[src/rtl/wrr_burst_arbiter_pkg.sv]
// Shared types and helpers for the weighted round-robin burst arbiter.
package wrr_burst_arbiter_pkg;

    typedef enum logic {
        IDLE  = 1'b0,
        BURST = 1'b1
    } state_t;

    localparam int NUM_REQ_DEF = 4;

    function automatic int idx_width(input int n);
        return (n > 1) ? $clog2(n) : 1;
    endfunction

    localparam int IDX_W = idx_width(NUM_REQ_DEF);

    // A programmed weight of zero still grants one burst per turn.
    function automatic int unsigned eff_weight(input int unsigned w);
        return (w == 0) ? 1 : w;
    endfunction

endpackage

[src/rtl/wrr_burst_arbiter_if.sv]
// Requester-side and downstream valid/ready/last stream signals of the arbiter.
interface wrr_burst_arbiter_if #(
    parameter int NUM_REQ = 4,
    parameter int DATA_W  = 32
);
    logic [NUM_REQ-1:0]        req_valid;
    logic [NUM_REQ*DATA_W-1:0] req_data;
    logic [NUM_REQ-1:0]        req_last;
    logic [NUM_REQ-1:0]        req_ready;
    logic                      out_valid;
    logic [DATA_W-1:0]         out_data;
    logic                      out_last;
    logic                      out_ready;

    modport master (
        output req_valid, req_data, req_last, out_ready,
        input  req_ready, out_valid, out_data, out_last
    );

    modport slave (
        input  req_valid, req_data, req_last, out_ready,
        output req_ready, out_valid, out_data, out_last
    );
endinterface

[src/rtl/wrr_burst_arbiter_rr_onehot_pick.sv]
// Combinational round-robin search: lowest request at or above a one-hot base, wrapping.
module rr_onehot_pick #(
    parameter int N = 4
) (
    input  logic [N-1:0] req,
    input  logic [N-1:0] base,
    output logic [N-1:0] winner
);
    logic [2*N-1:0] dbl;
    logic [2*N-1:0] masked;

    // Subtracting the base clears everything below it in the lower copy; the upper copy covers the wrap.
    always_comb begin
        dbl    = {req, req};
        masked = dbl & ~(dbl - {{N{1'b0}}, base});
        winner = masked[N-1:0] | masked[2*N-1:N];
    end
endmodule

[src/rtl/wrr_burst_arbiter.sv]
// Weighted round-robin arbiter that grants the shared output stream for whole bursts.
module wrr_burst_arbiter
    import wrr_burst_arbiter_pkg::*;
#(
    parameter int NUM_REQ = 4,
    parameter int DATA_W  = 32,
    parameter int WGT_W   = 4
) (
    input  logic                     clk,
    input  logic                     rst,
    wrr_burst_arbiter_if.slave       bus,
    input  logic [NUM_REQ*WGT_W-1:0] weight,
    output logic [NUM_REQ-1:0]       gnt,
    output logic                     busy
);
    localparam int IW = idx_width(NUM_REQ);

    state_t             state;
    logic [NUM_REQ-1:0] ptr;
    logic [NUM_REQ-1:0] pick;
    logic [WGT_W-1:0]   cnt;
    logic [WGT_W-1:0]   n_next;
    logic [WGT_W-1:0]   owner_wgt;
    logic [IW-1:0]      owner_idx;
    logic [IW-1:0]      prev_idx;
    logic               prev_vld;
    logic               burst_done;
    logic               quota_met;

    rr_onehot_pick #(.N(NUM_REQ)) u_pick (
        .req    (bus.req_valid),
        .base   (ptr),
        .winner (pick)
    );

    // Pass-through mux for the owner; reset blanks the handshake so no beat can move that cycle.
    always_comb begin
        bus.out_valid = 1'b0;
        bus.out_data  = '0;
        bus.out_last  = 1'b0;
        bus.req_ready = '0;
        owner_idx     = '0;
        owner_wgt     = '0;
        for (int i = 0; i < NUM_REQ; i++) begin
            if (gnt[i]) begin
                owner_idx        = IW'(i);
                owner_wgt        = weight[i*WGT_W +: WGT_W];
                bus.out_valid    = bus.req_valid[i] && !rst;
                bus.out_data     = bus.req_data[i*DATA_W +: DATA_W];
                bus.out_last     = bus.req_last[i];
                bus.req_ready[i] = bus.out_ready && !rst;
            end
        end
    end

    always_comb begin
        burst_done = bus.out_valid && bus.out_ready && bus.out_last;
        n_next     = (prev_vld && (prev_idx == owner_idx)) ? cnt + 1'b1 : WGT_W'(1);
        quota_met  = 32'(n_next) >= eff_weight(32'(owner_wgt));
    end

    always_ff @(posedge clk) begin
        if (rst) begin
            state    <= IDLE;
            gnt      <= '0;
            busy     <= 1'b0;
            ptr      <= NUM_REQ'(1);
            cnt      <= '0;
            prev_idx <= '0;
            prev_vld <= 1'b0;
        end else begin
            case (state)
                IDLE: begin
                    if (|bus.req_valid) begin
                        gnt   <= pick;
                        busy  <= 1'b1;
                        state <= BURST;
                    end
                end
                BURST: begin
                    if (burst_done) begin
                        // Quota used up: move the base just past the owner, otherwise park it on the owner.
                        if (quota_met) begin
                            ptr <= {gnt[NUM_REQ-2:0], gnt[NUM_REQ-1]};
                            cnt <= '0;
                        end else begin
                            ptr <= gnt;
                            cnt <= n_next;
                        end
                        prev_idx <= owner_idx;
                        prev_vld <= 1'b1;
                        gnt      <= '0;
                        busy     <= 1'b0;
                        state    <= IDLE;
                    end
                end
                default: state <= IDLE;
            endcase
        end
    end
endmodule

[src/flat_wrapper.sv]
// flat-port wrapper written by rule: the top's interface ports become plain ports
module wrr_burst_arbiter_flat import wrr_burst_arbiter_pkg::*;
#(
    parameter int NUM_REQ = 4,
    parameter int DATA_W  = 32,
    parameter int WGT_W   = 4
)
  (clk, rst, weight, gnt, busy, bus_req_valid, bus_req_data, bus_req_last, bus_out_ready, bus_req_ready, bus_out_valid, bus_out_data, bus_out_last);
  wrr_burst_arbiter_if #(.NUM_REQ(NUM_REQ), .DATA_W(DATA_W)) bus_i ();
  input  logic clk;
  input  logic rst;
  input  logic [NUM_REQ*WGT_W-1:0] weight;
  output logic [NUM_REQ-1:0] gnt;
  output logic busy;
  input wire logic [$bits(bus_i.req_valid)-1:0] bus_req_valid;
  input wire logic [$bits(bus_i.req_data)-1:0] bus_req_data;
  input wire logic [$bits(bus_i.req_last)-1:0] bus_req_last;
  input wire logic [$bits(bus_i.out_ready)-1:0] bus_out_ready;
  output wire logic [$bits(bus_i.req_ready)-1:0] bus_req_ready;
  output wire logic [$bits(bus_i.out_valid)-1:0] bus_out_valid;
  output wire logic [$bits(bus_i.out_data)-1:0] bus_out_data;
  output wire logic [$bits(bus_i.out_last)-1:0] bus_out_last;
  assign bus_i.req_valid = bus_req_valid;
  assign bus_i.req_data = bus_req_data;
  assign bus_i.req_last = bus_req_last;
  assign bus_i.out_ready = bus_out_ready;
  assign bus_req_ready = bus_i.req_ready;
  assign bus_out_valid = bus_i.out_valid;
  assign bus_out_data = bus_i.out_data;
  assign bus_out_last = bus_i.out_last;
  wrr_burst_arbiter #(.NUM_REQ(NUM_REQ), .DATA_W(DATA_W), .WGT_W(WGT_W)) u_core (.clk(clk), .rst(rst), .bus(bus_i), .weight(weight), .gnt(gnt), .busy(busy));
endmodule
[config.mk]
export PLATFORM = sky130hd
export DESIGN_NAME = wrr_burst_arbiter_flat
export DESIGN_NICKNAME = d
export VERILOG_FILES = /design/src/rtl/wrr_burst_arbiter_pkg.sv /design/src/rtl/wrr_burst_arbiter_if.sv /design/src/rtl/wrr_burst_arbiter_rr_onehot_pick.sv /design/src/rtl/wrr_burst_arbiter.sv /design/src/flat_wrapper.sv
export SDC_FILE = /design/constraint.sdc
export NUM_CORES = 1
export LEC_CHECK = 0
export ABC_AREA = 1
export BUFFER_PORTS_ARGS = -buffer_cell sky130_fd_sc_hd__buf_4
export CAP_MARGIN = 5
export CORE_UTILIZATION = 35
export DETAILED_ROUTE_END_ITERATION = 12
export PLACE_DENSITY = 0.85
export SYNTH_ARGS = -nofsm -noshare
export SYNTH_HDL_FRONTEND = slang
export SYNTH_SLANG_ARGS = --single-unit
[constraint.sdc]
create_clock -name clk -period 3.62 [get_ports clk]
set_input_delay 0.724 -clock clk [delete_from_list [all_inputs] [get_ports clk]]
set_output_delay 0.724 -clock clk [all_outputs]
set_load 0.03 [all_outputs]
=== After elaboration in Yosys (flattened, before gate mapping) ===
Index checks and enable logic that the tools add are counted.
W data, S select, Z words.

* Bits of input ports: 155
* Flip-flop bits (word level): 17

* Add/sub/neg operators: 2
* $lt $le $gt $ge: 1
* Reduce and logical (&&, ||, !) cells: 13
* Bitwise logic cells: 4
* Equal/unequal tests: 3
* Mux-type cells: 36

{| class="wikitable"
|+ Operator list
! operator !! number
|-
| $mux W32 || 4
|-
| $mux W4 || 10
|-
| $ge A4 B32 Y1 || 1
|-
| $mux W1 || 17
|-
| $and A8 B8 Y8 || 1
|-
| $logic_and A1 B1 Y1 || 8
|-
| $not A8 Y8 || 1
|-
| $pmux W4 S2 || 1
|-
| $sub A8 B4 Y8 || 1
|-
| $add A4 B1 Y4 const B || 1
|-
| $logic_not A4 Y1 || 1
|-
| $mux W2 || 2
|-
| $or A4 B4 Y4 || 1
|-
| $pmux W1 S2 || 2
|-
| $reduce_and A2 Y1 || 2
|-
| $reduce_or A4 Y1 || 1
|-
| $eq A2 B2 Y1 || 1
|-
| $ne A2 B1 Y1 const B || 1
|-
| $ne A2 B2 Y1 const B || 1
|-
| $logic_not A1 Y1 || 1
|-
| $not A1 Y1 || 1
|}

=== Depth between registers and ports, before layout ===
Gate-level depths: netlist (run 1).

* Depth in word-level cells: 10
* Mapped depth: 17
* Mapped depth without buffers: 17

=== Hierarchy ===
Synthesis (run 1) repeated with hierarchy kept, for this count alone.

* Cells, all modules: 405
* Area total of the unflattened synthesis: 2264.7 um^2

{| class="wikitable"
|+ By module, submodules not included
! module !! area each (um^2) !! cells an instance !! seq. area each (um^2) !! instances
|-
| wrr_burst_arbiter || 2047.0 || 363 || 340.3 || 1
|-
| rr_onehot_pick || 217.7 || 42 || 0.0 || 1
|}

=== Worst setup path before layout (run 1) ===
OpenSTA, ideal clock, no wires.

* Kind: reg-to-reg
* Start point: register u_core.gnt[2]
* End point: register u_core.ptr[1]
* Required time: 3494 ps
* Cell stages (with the launch flop): 16
* Period minus slack after synthesis: 2338 ps
* Path buffers: 0
* Slack: 1282 ps
* Setup time: 126 ps
* Arrival: 2212 ps
* Path through: dfxtp_1 inv_2 nand2_1 nand2_1 nand2_1 nand2_1 nor2_2 inv_2 nor2_2 ha_1 inv_1 nor2_1 o21ai_0 nand3_1 o211ai_1 o21ai_0

* Word-level cells in the longest chain between the ends: 7
* Elaborated cells between the ends (all ways): 18
* Classes of those cells: order compare: 1; eq/ne: 1; mux: 11; reduce/logical: 5

{| class="wikitable"
|+ Ends and longest elaborated chain
! item !! RTL line !! text
|-
| start, declared || wrr_burst_arbiter.sv:13 || <nowiki>output logic [NUM_REQ-1:0] gnt,</nowiki>
|-
| start signal, assigned || wrr_burst_arbiter.sv:75 || <nowiki>gnt <= pick;</nowiki>
|-
| $mux W2 (2 in series) || wrr_burst_arbiter.sv:45 || <nowiki>if (gnt[i]) begin</nowiki>
|-
| $eq A2 B2 Y1 || wrr_burst_arbiter.sv:58 || <nowiki>n_next = (prev_vld && (prev_idx == owner_idx)) ? cnt + 1'b1 : WGT_W'(1);</nowiki>
|-
| $logic_and A1 B1 Y1 || wrr_burst_arbiter.sv:58 ||
|-
| $mux W4 || wrr_burst_arbiter.sv:58 ||
|-
| $ge A4 B32 Y1 || wrr_burst_arbiter.sv:59 || <nowiki>quota_met = 32'(n_next) >= eff_weight(32'(owner_wgt));</nowiki>
|-
| $mux W4 || wrr_burst_arbiter.sv:83 || <nowiki>if (quota_met) begin</nowiki>
|-
| end signal, assigned || wrr_burst_arbiter.sv:84 || <nowiki>ptr <= {gnt[NUM_REQ-2:0], gnt[NUM_REQ-1]};</nowiki>
|-
| end signal, assigned || wrr_burst_arbiter.sv:87 || <nowiki>ptr <= gnt;</nowiki>
|-
| end, declared || wrr_burst_arbiter.sv:19 || <nowiki>logic [NUM_REQ-1:0] ptr;</nowiki>
|}

Parallel ways exist; a longest one is shown, timed or not.
A chain may end at the register's enable or synchronous reset.

=== Worst setup path after layout (run 1) ===
* Start point: register u_core.gnt[0]
* End point: output port bus_out_data[7]

* Word-level cells in the longest chain between the ends: 4

{| class="wikitable"
|+ Ends and longest elaborated chain
! item !! RTL line !! text
|-
| $mux W32 (4 in series) || wrr_burst_arbiter.sv:45 ||
|-
| end, declared || flat_wrapper.sv:21 || <nowiki>output wire logic [$bits(bus_i.out_data)-1:0] bus_out_data;</nowiki>
|}

No other way between the ends.

==> key figures, run 1 <==
Clocking
  • CTS Sinks: 17
  • TritonCTS clock tree: built
  • CTS H-tree depth: 1
  • Post-CTS sizing: 0
  • CTS Buf Count: 3
  • Clock Latency Late Sink: 0.26 ns
  • Clock slew seen by the registers of the worst setup and hold paths: 0.06 ns
  • Clk buf depth: 2
  • Post-CTS Hold Buffers: 0
  • Post-CTS Setup Inserts: 0
  • Clk root buf: clkbuf_8

Detailed routing
  • Drt wl/cell: roughly 15 um
  • Vias per cell: 5.387
  • Iteration-0 DRC Markers: 159
  • Total routed wirelength: 9.611 mm
  • Pre-antenna DRT Iters: 5
  • DRC: 0
  • Vias: 3518
  • Post-DRT Antenna Nets: 0

Global route
  • First-pass GRT wire length: between 10 and 15 mm
  • Most Crowded Layer GR: met2
  • Vias in the first global route: 3163
  • Initial antenna violation count: 0
  • Met3 Usage GRT: 6.180%
  • Grt total ovfl: 0
  • Total Routing Usage GR: 27.93%
  • Met2 Use GR: 48.74%
  • Largest net degree at the start of global routing: 57
  • GR Util met1: around a third

Worst setup path
  • Most common cell on crit path: buf_4
  • Crit path cell chain: inv_1, nor3_4, buf_4, a32oi_1, nand2_1, buf_4
  • Req. time, crit path: 2.90 ns
  • Worst-path cell with the longest stage delay: nor3_4
  • Crit-path leading delay family: buffers and inverters
  • CP Class: reg2out
  • Buffer and inverter count on the worst path: 3
  • Crit-path max FO: 22
  • Crit path launch type: flop
  • Largest stage delay, worst path: 0.55 ns
  • Crit end category: output pin
  • Worst EP arrival: 2.08 ns

Finish
  • Area delta synth->final: 71.17%
  • # fillers: slightly below 600
  • Ant diodes: 0
  • Share of layout cells above drive strength 1: 37.72%
  • Final nets: around 740

Placed design
  • Post-DP HPWL: between 7 and 8 mm
  • RePlAce Congestion: 0.9115
  • IO Port Bufs: a little under 200
  • Pre-CTS setup slack: approximately 0.94 ns

Logic synthesis
  • Largest area contributor in the netlist: nand2_1
  • Area contributors post-synth: nand2_1 (24%), nand3_1 (17%), dfxtp_1 (16%)
  • Mapped Cells: around 400
  • Synth cell types: 27
  • Syn avg cell area: 5.501 sq um
  • Number of synthesized register bits: 17
  • Post-Syn Area: 2178 sq um
  • Seq/Total Area, Yosys: ~16%
  • Share of the synthesized area in the top cell type: 23.78%
  • Synth warn: 0
  • Post-Syn Nets: 560

Timing
  • Hold Slack: 0.4676 ns
  • Endpoints failing hold: 0
  • Worst-Margin Slew: around 0.59 ns
  • Final setup vio count: 0
  • Max Freq: 356.9 MHz
  • Skew final: 0.003249 ns
  • Min cycle time layout: 2.802 ns
  • RSZ-0062 raised after global routing: false
  • Min setup slack post-route: 0.8184 ns
  • Final cycle utilization of the critical path: 77.39%
  • Setup TNS: 0 ns
  • Slew Viols, Final: 0
  • Worst slew margin: 60.54%

Run status
  • Status: finished clean

Floorplanning
  • # rows: 28
  • DIE AREA: roughly 6500 sq um
  • Starting density of the core: 36.58%
  • Core area: 5956 sq um
  • Die height: about 81 um
  • Width of the die: ~81 um
  • I/O Pins: 198

Power and ir drop
  • Tot Pwr: 0.8982 mW
  • Power density over cell area: roughly 240 nW/um^2
  • Leak: 1.966 nW
  • Maximum vdd drop: 0.1750 mV

Hold path
  • HP Class: reg2reg

Job
  • Max-Cap Viols: 0
[area by class of cell]
type                       count  area, sq um  area share (%)
multi-input combinational    325         1615           43.32
timing repair buffer         203         1524           40.87
sequential                    17        340.3           9.127
inverter                      29        110.1           2.953
tap                           75        93.84           2.517
clock buffer                   4        45.04           1.208
[sequential cells by signal (all words and copies together) (netlist names)]
| signal | flops |
|---|---|
| u_core.gnt | 4 |
| u_core.state | 1 |
| u_core.cnt | 4 |
| u_core.ptr | 4 |
| u_core.prev_idx | 2 |
| u_core.busy | 1 |
| u_core.prev_vld | 1 |
[cell usage in the layout (no fill, tap or decap), types with 12 or more instances in the layout]
cell     synthesis  final
nor2_1          22     22
dfxtp_1         17     17
buf_4            0    203
o21ai_0         17     17
a21oi_1         13     13
nand2_1        138    138
nand3_1         76     76
a32oi_1         12     12
nand4_1         21     21
inv_1           24     24
[logic make-up (layout without fill, tap and decap cells)]
kind of cell    Yosys count  after routing  synth area share, %
compound gates           51             51                14.47
xor+xnor                  1              1               0.4021
fa+ha+maj                 9              9                5.514
buf+inv                  54            236                10.51
flops                    17             17                15.62
simple gates            264            264                53.48
[final timing paths]
path	from	cells after the start	endpoint	slack (ns)
max	u_core.gnt[0]	6	bus_out_data[7]	0.82
min	u_core.prev_vld	2	u_core.prev_vld	0.47
max reg2reg	u_core.gnt[2]	15	u_core.cnt[3]	0.87
min reg2reg	u_core.prev_vld	2	u_core.prev_vld	0.47
[through the flow]
step | utilization (%) | area, sq um | std cells
4_1_cts | 62.61 | 3729 | 653
3_5_place_dp | 61.85 | 3684 | 649
2_1_floorplan | - | 2178 | 396
5_1_grt | 62.61 | 3729 | 653
6_report | 62.61 | 3729 | 653
3_3_place_gp | 61.85 | 3684 | 649
[metal layers]
| layer | wire length, um | share of wire, % | vias up |
|---|---|---|---|
| met5 | 0 | 0 | - |
| met4 | 222 | 2.3 | 0 |
| met3 | 995 | 10 | 25 |
| met2 | 4831 | 50 | 181 |
| met1 | 3560 | 37 | 1600 |
| li1 | - | - | 1712 |
[power by group]
group	internal [mW]	leakage (nW)	switching, mW
sequential	0.192	0.138	0.00626
clock	0.0783	0.0228	0.0670
combinational	0.240	1.81	0.314
total	0.510	1.97	0.388
[synthesized netlist by cell type]
cell type,instances
inv_2,4
nor2_1,22
buf_2,8
nand2_1,138
inv_1,24
clkbuf_1,11
nor2_4,1
nor3_2,1
a32oi_1,12
clkinv_2,1
o221ai_1,1
nand4_1,21
a21oi_1,13
a21o_1,1
o21ai_1,3
ha_1,8
nor2_2,4
buf_6,2
o211ai_1,3
fa_1,1
o21ai_0,17
o22ai_1,1
or2_2,1
buf_1,4
xor2_1,1
dfxtp_1,17
nand3_1,76
[worst min-delay path: stages, from the launching register on]
cell and delay [ns]:
dfxtp_1 0.32, nand2_1 0.06, nand2_1 0.04
(Power assumes the default switching activity.)
==> inputs of run 2 (changes only) <==
Settings changed: PLACE_DENSITY 0.85 to 0.88.
Clock period 3.62 ns to 2.4 ns, I/O delays scaled along.
==> run 2 against run 1 <==
Flip-flop and latch count stayed put. Critical path depth rose by 9. Sequential share of layout area decreased by 0.21 points. Register-to-register slack got worse by 0.74 ns. Sequential power is 50% higher.
==> key figures, run 2 (synthesized netlist as in run 1, its figures left out) <==
Timing
  • Setup TNS: 0 ns
  • Worst-Margin Slew: 0.4609 ns
  • Skew final: approximately 0.0046 ns
  • Min setup slack post-route: about 0.13 ns
  • Slew Viols, Final: 0
  • Endpoints failing hold: 0
  • Final cycle utilization of the critical path: approximately 95%
  • Worst slew margin: 69.27%
  • Hold Slack: 0.4410 ns
  • Min cycle time layout: 2.272 ns
  • Max Freq: ~440 MHz
  • Final setup vio count: 0

Power and ir drop
  • Power density over cell area: approximately 360 nW/um^2
  • Maximum vdd drop: 0.3213 mV
  • Switching power: 0.6002 mW
  • P_int: 0.7878 mW
  • Leak: around 2.0 nW
  • Switching portion of total power: 43.24%
  • Clk pwr share: 16.0%
  • Combinational power share: 62.5%
  • Flop pwr share: 21.5%

Hold path
  • HP Class: in2reg
  • Hold Path Depth: 2
  • Min-delay src: rst
  • Hold path endpoint: u_core.cnt[0]

Clocking
  • CTS Buf Count: 3
  • Clk root buf: clkbuf_8
  • CTS H-tree depth: 1
  • Clock slew seen by the registers of the worst setup and hold paths: 0.07 ns
  • Post-CTS Setup Inserts: 0
  • Clk buf depth: 2
  • Clock Latency Late Sink: 0.26 ns
  • CTS Sinks: 17
  • TritonCTS clock tree: built

Detailed routing
  • Iteration-0 DRC Markers: 212
  • Vias: between 3000 and 4000
  • Vias per cell: 5.325
  • Post-DRT Antenna Nets: 0
  • Pre-antenna DRT Iters: 5
  • DRC: 0
  • Total routed wirelength: between 9 and 10 mm
  • Drt wl/cell: 15.10 um

Worst setup path
  • CP Class: reg2reg
  • Req. time, crit path: 2.59 ns
  • R2r setup slk: 0.13 ns
  • Critical R2R Launch: u_core.gnt[3]
  • Reg2reg end: u_core.cnt[1]
  • Crit end category: flop
  • Reg2reg path depth: 15
  • Worst EP arrival: ~2.5 ns
  • Crit path launch type: flop
  • Crit-path max FO: 8

Placed design
  • IO Port Bufs: 197
  • Pre-CTS setup slack: -0.01194 ns
  • RePlAce Congestion: 0.8588
  • Post-DP HPWL: about 7.9 mm
  • Dpl cell area: 3751 sq um

Floorplanning
  • # rows: 28
  • Width of the die: 80.89 um
  • I/O Pins: 198
  • Die height: between 80 and 90 um
  • DIE AREA: 6543 sq um
  • Core area: 5956 sq um
  • Starting density of the core: a little over a third

Finish
  • Most common cell after layout, fill and taps aside: buf_4
  • Commonest cells after routing, fill and taps aside: buf_4 (212), nand2_1 (138), nand3_1 (75)
  • Area delta synth->final: 75.82%
  • Ant diodes: 0
  • Utilization after layout: 64.31%
  • Final nets: ~750
  • Top Registers: u_core.cnt: 4 flops, u_core.gnt: 4 flops, u_core.ptr: 4 flops
  • Share of layout cells above drive strength 1: 39.69%
  • Final cell area excluding filler cells: between 3000 and 4000 sq um

Global route
  • Largest net degree at the start of global routing: 52
  • Met3 Usage GRT: 6.067%
  • Grt total ovfl: 0
  • Met2 Use GR: 46.81%
  • Total Routing Usage GR: a little over a quarter
  • First-pass GRT wire length: 14.04 mm
  • GR Util met1: 32.62%
  • Most Crowded Layer GR: met2
  • Vias in the first global route: 3012
  • Initial antenna violation count: 0

Job
  • Max-Cap Viols: 0

Run status
  • Status: finished clean
==> run 2: through the flow <==
step	power, mW	instances
after global routing	1.464	662
after CTS	1.369	662
after detailed placement	1.148	658
after floorplan	0.7420	396
final	1.388	662
after global placement	1.136	658
==> run 2: cell type report <==
type                       count  area, sq um
inverter                      29        110.1
sequential                    17        341.6
timing repair buffer         212         1592
fill                         526         2126
clock inverter                 1        7.507
clock buffer                   3        41.29
tap                           75        93.84
multi-input combinational    325         1644
==> run 2: layer usage <==
metal	wire length, um	vias up
met2	5030	187
met1	3675	1584
met3	972	26
met5	0	-
met4	317	0
li1	-	1728
==> run 2: power groups by stage <==
stage	sequential (mW)	combinational [mW]	clock (mW)
after global placement	0.304	0.832	0
after detailed placement	0.304	0.844	0
after global routing	0.299	0.930	0.235
after floorplan	0.314	0.428	0
after CTS	0.298	0.849	0.222
final	0.298	0.868	0.222
==> run 2: critical path: stages (launching register included) <==
cell,delay [ns]
dfxtp_1,0.34
inv_2,0.12
nand2_1,0.11
nand2_1,0.10
nand3_1,0.13
nor2_4,0.16
inv_2,0.07
nor2_2,0.12
ha_1,0.27
nand2_1,0.08
inv_1,0.08
nand3_1,0.15
nand3_4,0.13
inv_1,0.10
nand2_1,0.09
o21ai_1,0.16
==> run 2: worst max path at each step <==
| stage | to | cells after the start | startpoint |
|---|---|---|---|
| final | u_core.cnt[1] | 15 | u_core.gnt[3] |
| after global placement | u_core.ptr[1] | 15 | u_core.gnt[2] |
| after floorplan | u_core.ptr[1] | 15 | u_core.gnt[2] |
| after detailed placement | u_core.ptr[1] | 15 | u_core.gnt[2] |
| after CTS | u_core.cnt[1] | 14 | u_core.gnt[2] |
| after global routing | u_core.cnt[1] | 15 | u_core.gnt[3] |
==> run 2: timing repair <==
item | CTS | global route
gates resized for setup | 2 | 6
hold buffers | 0 | 0
endpoints found under the setup margin | 7 | 8
pin swaps | 0 | 1
==> inputs of run 3 (changes only) <==
Settings changed: CORE_ASPECT_RATIO set to 1.2.
==> run 3 against run 2 <==
Clock skew shrank 0.0021 ns. Sequential share of layout area grew 0.053 points. Final cell count grew 0.91%. Die area is essentially flat. Clock power shrank 3%. Flip-flop and latch count is the same. Largest power group unchanged.
==> key figures, run 3 (synthesized netlist as in run 1, its figures left out) <==
Placed design
  • RePlAce Congestion: 0.9546
  • IO Port Bufs: 197
  • Post-DP HPWL: 7.716 mm
  • Dpl cell area: 3754 sq um

Clocking
  • CTS H-tree depth: 1
  • Clock slew seen by the registers of the worst setup and hold paths: around 0.06 ns
  • CTS Sinks: 17
  • Clk root buf: clkbuf_8
  • CTS Buf Count: 3
  • Clk buf depth: 2
  • TritonCTS clock tree: built
  • Clock Latency Late Sink: 0.26 ns
  • Post-CTS Setup Inserts: 0

Detailed routing
  • Iteration-0 DRC Markers: roughly 210
  • Total routed wirelength: 9.515 mm
  • Vias: 3506
  • DRC: 0
  • Post-DRT Antenna Nets: 0
  • Pre-antenna DRT Iters: 4
  • Drt wl/cell: 14.24 um
  • Vias per cell: 5.249

Floorplanning
  • Width of the die: 74.02 um
  • Die height: just under 90 um
  • # rows: 31
  • Core area: 6012 sq um
  • Starting density of the core: between 30% and 40%
  • DIE AREA: 6544 sq um
  • I/O Pins: 198

Finish
  • Ant diodes: 0
  • Top Registers: u_core.cnt: 4 flops, u_core.gnt: 4 flops, u_core.ptr: 4 flops
  • Final cell area excluding filler cells: 3807 sq um
  • Area delta synth->final: 74.78%
  • Utilization after layout: 63.33%
  • Final nets: 751
  • Share of layout cells above drive strength 1: 38.91%
  • Most common cell after layout, fill and taps aside: buf_4
  • Commonest cells after routing, fill and taps aside: buf_4 (210), nand2_1 (138), nand3_1 (75)
  • # fillers: 565

Worst setup path
  • R2r setup slk: between 0.15 and 0.2 ns
  • Largest stage delay, worst path: between 0.3 and 0.4 ns
  • Crit path launch type: flop
  • Crit-path max FO: 8
  • Reg2reg end: u_core.ptr[2]
  • Req. time, crit path: 2.53 ns
  • Worst-path cell with the longest stage delay: dfxtp_2
  • Crit path cell chain: inv_2, nand2_1, nand2_1, nand2_1, nand2_1, nor2_2, inv_2, nor2_2, ha_1, inv_1, nor2_1, o21ai_1, nand3_2, o211ai_1, o21ai_0
  • Worst EP arrival: 2.35 ns
  • Reg2reg path depth: 15
  • Crit end category: flop
  • Most common cell on crit path: nand2_1
  • CP Class: reg2reg
  • Critical R2R Launch: u_core.gnt[2]

Timing
  • Slew Viols, Final: 0
  • Final setup vio count: 0
  • Skew final: ~0.0024 ns
  • Setup TNS: 0 ns
  • Worst-Margin Slew: 0.5202 ns
  • Final cycle utilization of the critical path: 92.28%
  • Worst slew margin: 65.32%
  • Max Freq: around 450 MHz
  • Endpoints failing hold: 0
  • Min cycle time layout: 2.215 ns

Global route
  • Total Routing Usage GR: 26.68%
  • Grt total ovfl: 0
  • Vias in the first global route: 3042
  • Initial antenna violation count: 0
  • First-pass GRT wire length: 13.88 mm
  • Largest net degree at the start of global routing: 58

Power and ir drop
  • P_int: 0.7832 mW
  • Switching portion of total power: 42.52%
  • Tot Pwr: roughly 1.4 mW
  • Switching power: 0.5793 mW
  • Clk pwr share: 15.9%
  • Flop pwr share: a little over a fifth
  • Maximum vdd drop: ~0.35 mV
  • Leak: 2.011 nW
  • Power density over cell area: around 360 nW/um^2
  • Combinational power share: 62.2%

Hold path
  • Hold path endpoint: u_core.gnt[2]
  • Min-delay src: rst
  • HP Class: in2reg
  • Hold Path Depth: 2

Job
  • Max-Cap Viols: 0

Run status
  • Status: finished clean
-- run 3: changes by cell type in the layout (fill, tap and decap cells not counted), sizes merged --
cell      before  now
buf          212  211
clkbuf         3    4
clkinvlp       1    0
-- run 3: area by class of cell --
type                       count  area [sq um]  area share (%)
timing repair buffer         211          1588           41.70
sequential                    17         341.6           8.971
clock buffer                   4         45.04           1.183
tap                           82         102.6           2.695
multi-input combinational    325          1620           42.56
inverter                      29         110.1           2.892
-- run 3: repair_timing --
action / in CTS / in global routing
hold buffers: 0 / 0
resized for setup: 0 / 3
setup endpoints to repair: 0 / 12
-- run 3: per-stage QoR --
step | setup slack, ns | cells | hold WS (ns)
after floorplan | 0.06209 | 396 | 0.4266
after global placement | 0.2503 | 664 | 0.4437
after detailed placement | 0.1371 | 664 | 0.4631
after CTS | 0.1175 | 668 | 0.4589
after global routing | -0.03218 | 668 | 0.4672
final | 0.1852 | 668 | 0.4557
-- run 3: critical path: cells and delay by family (launching register included) --
family	cells	cell delay, ns
flip-flops	1	0.36
buffers and inverters	3	0.19
adder cells (fa/ha/maj)	1	0.26
AO/OA/AOI/OAI	3	0.51
AND/OR/NAND/NOR	8	0.77
-- run 3: worst max-delay path by stage --
stage / start / end / slack (ns) / depth (start not counted)
global placement: u_core.gnt[2] / u_core.ptr[2] / 0.25 / 15
global route: u_core.gnt[1] / u_core.ptr[2] / -0.03 / 12
finish: u_core.gnt[2] / u_core.ptr[2] / 0.19 / 15
floorplan: u_core.gnt[2] / u_core.ptr[1] / 0.06 / 15
CTS: u_core.gnt[3] / u_core.ptr[0] / 0.12 / 14
detailed placement: u_core.gnt[3] / u_core.ptr[2] / 0.14 / 14
-- run 3: per-layer routing --
layer | global-route usage (%) | wire, um
met5 | 0 | 0
met4 | 9.965 | 297
met3 | 7.062 | 1042
met2 | 46.86 | 4647
met1 | 30.61 | 3528
-- run 3: power by group through the flow --
| stage | Clock, mW | Combinational (mW) | Sequential, mW |
|---|---|---|---|
| after floorplan | 0 | 0.428 | 0.314 |
| after global placement | 0 | 0.826 | 0.305 |
| after detailed placement | 0 | 0.838 | 0.305 |
| after CTS | 0.213 | 0.840 | 0.299 |
| after global routing | 0.226 | 0.917 | 0.300 |
| final | 0.216 | 0.847 | 0.299 |
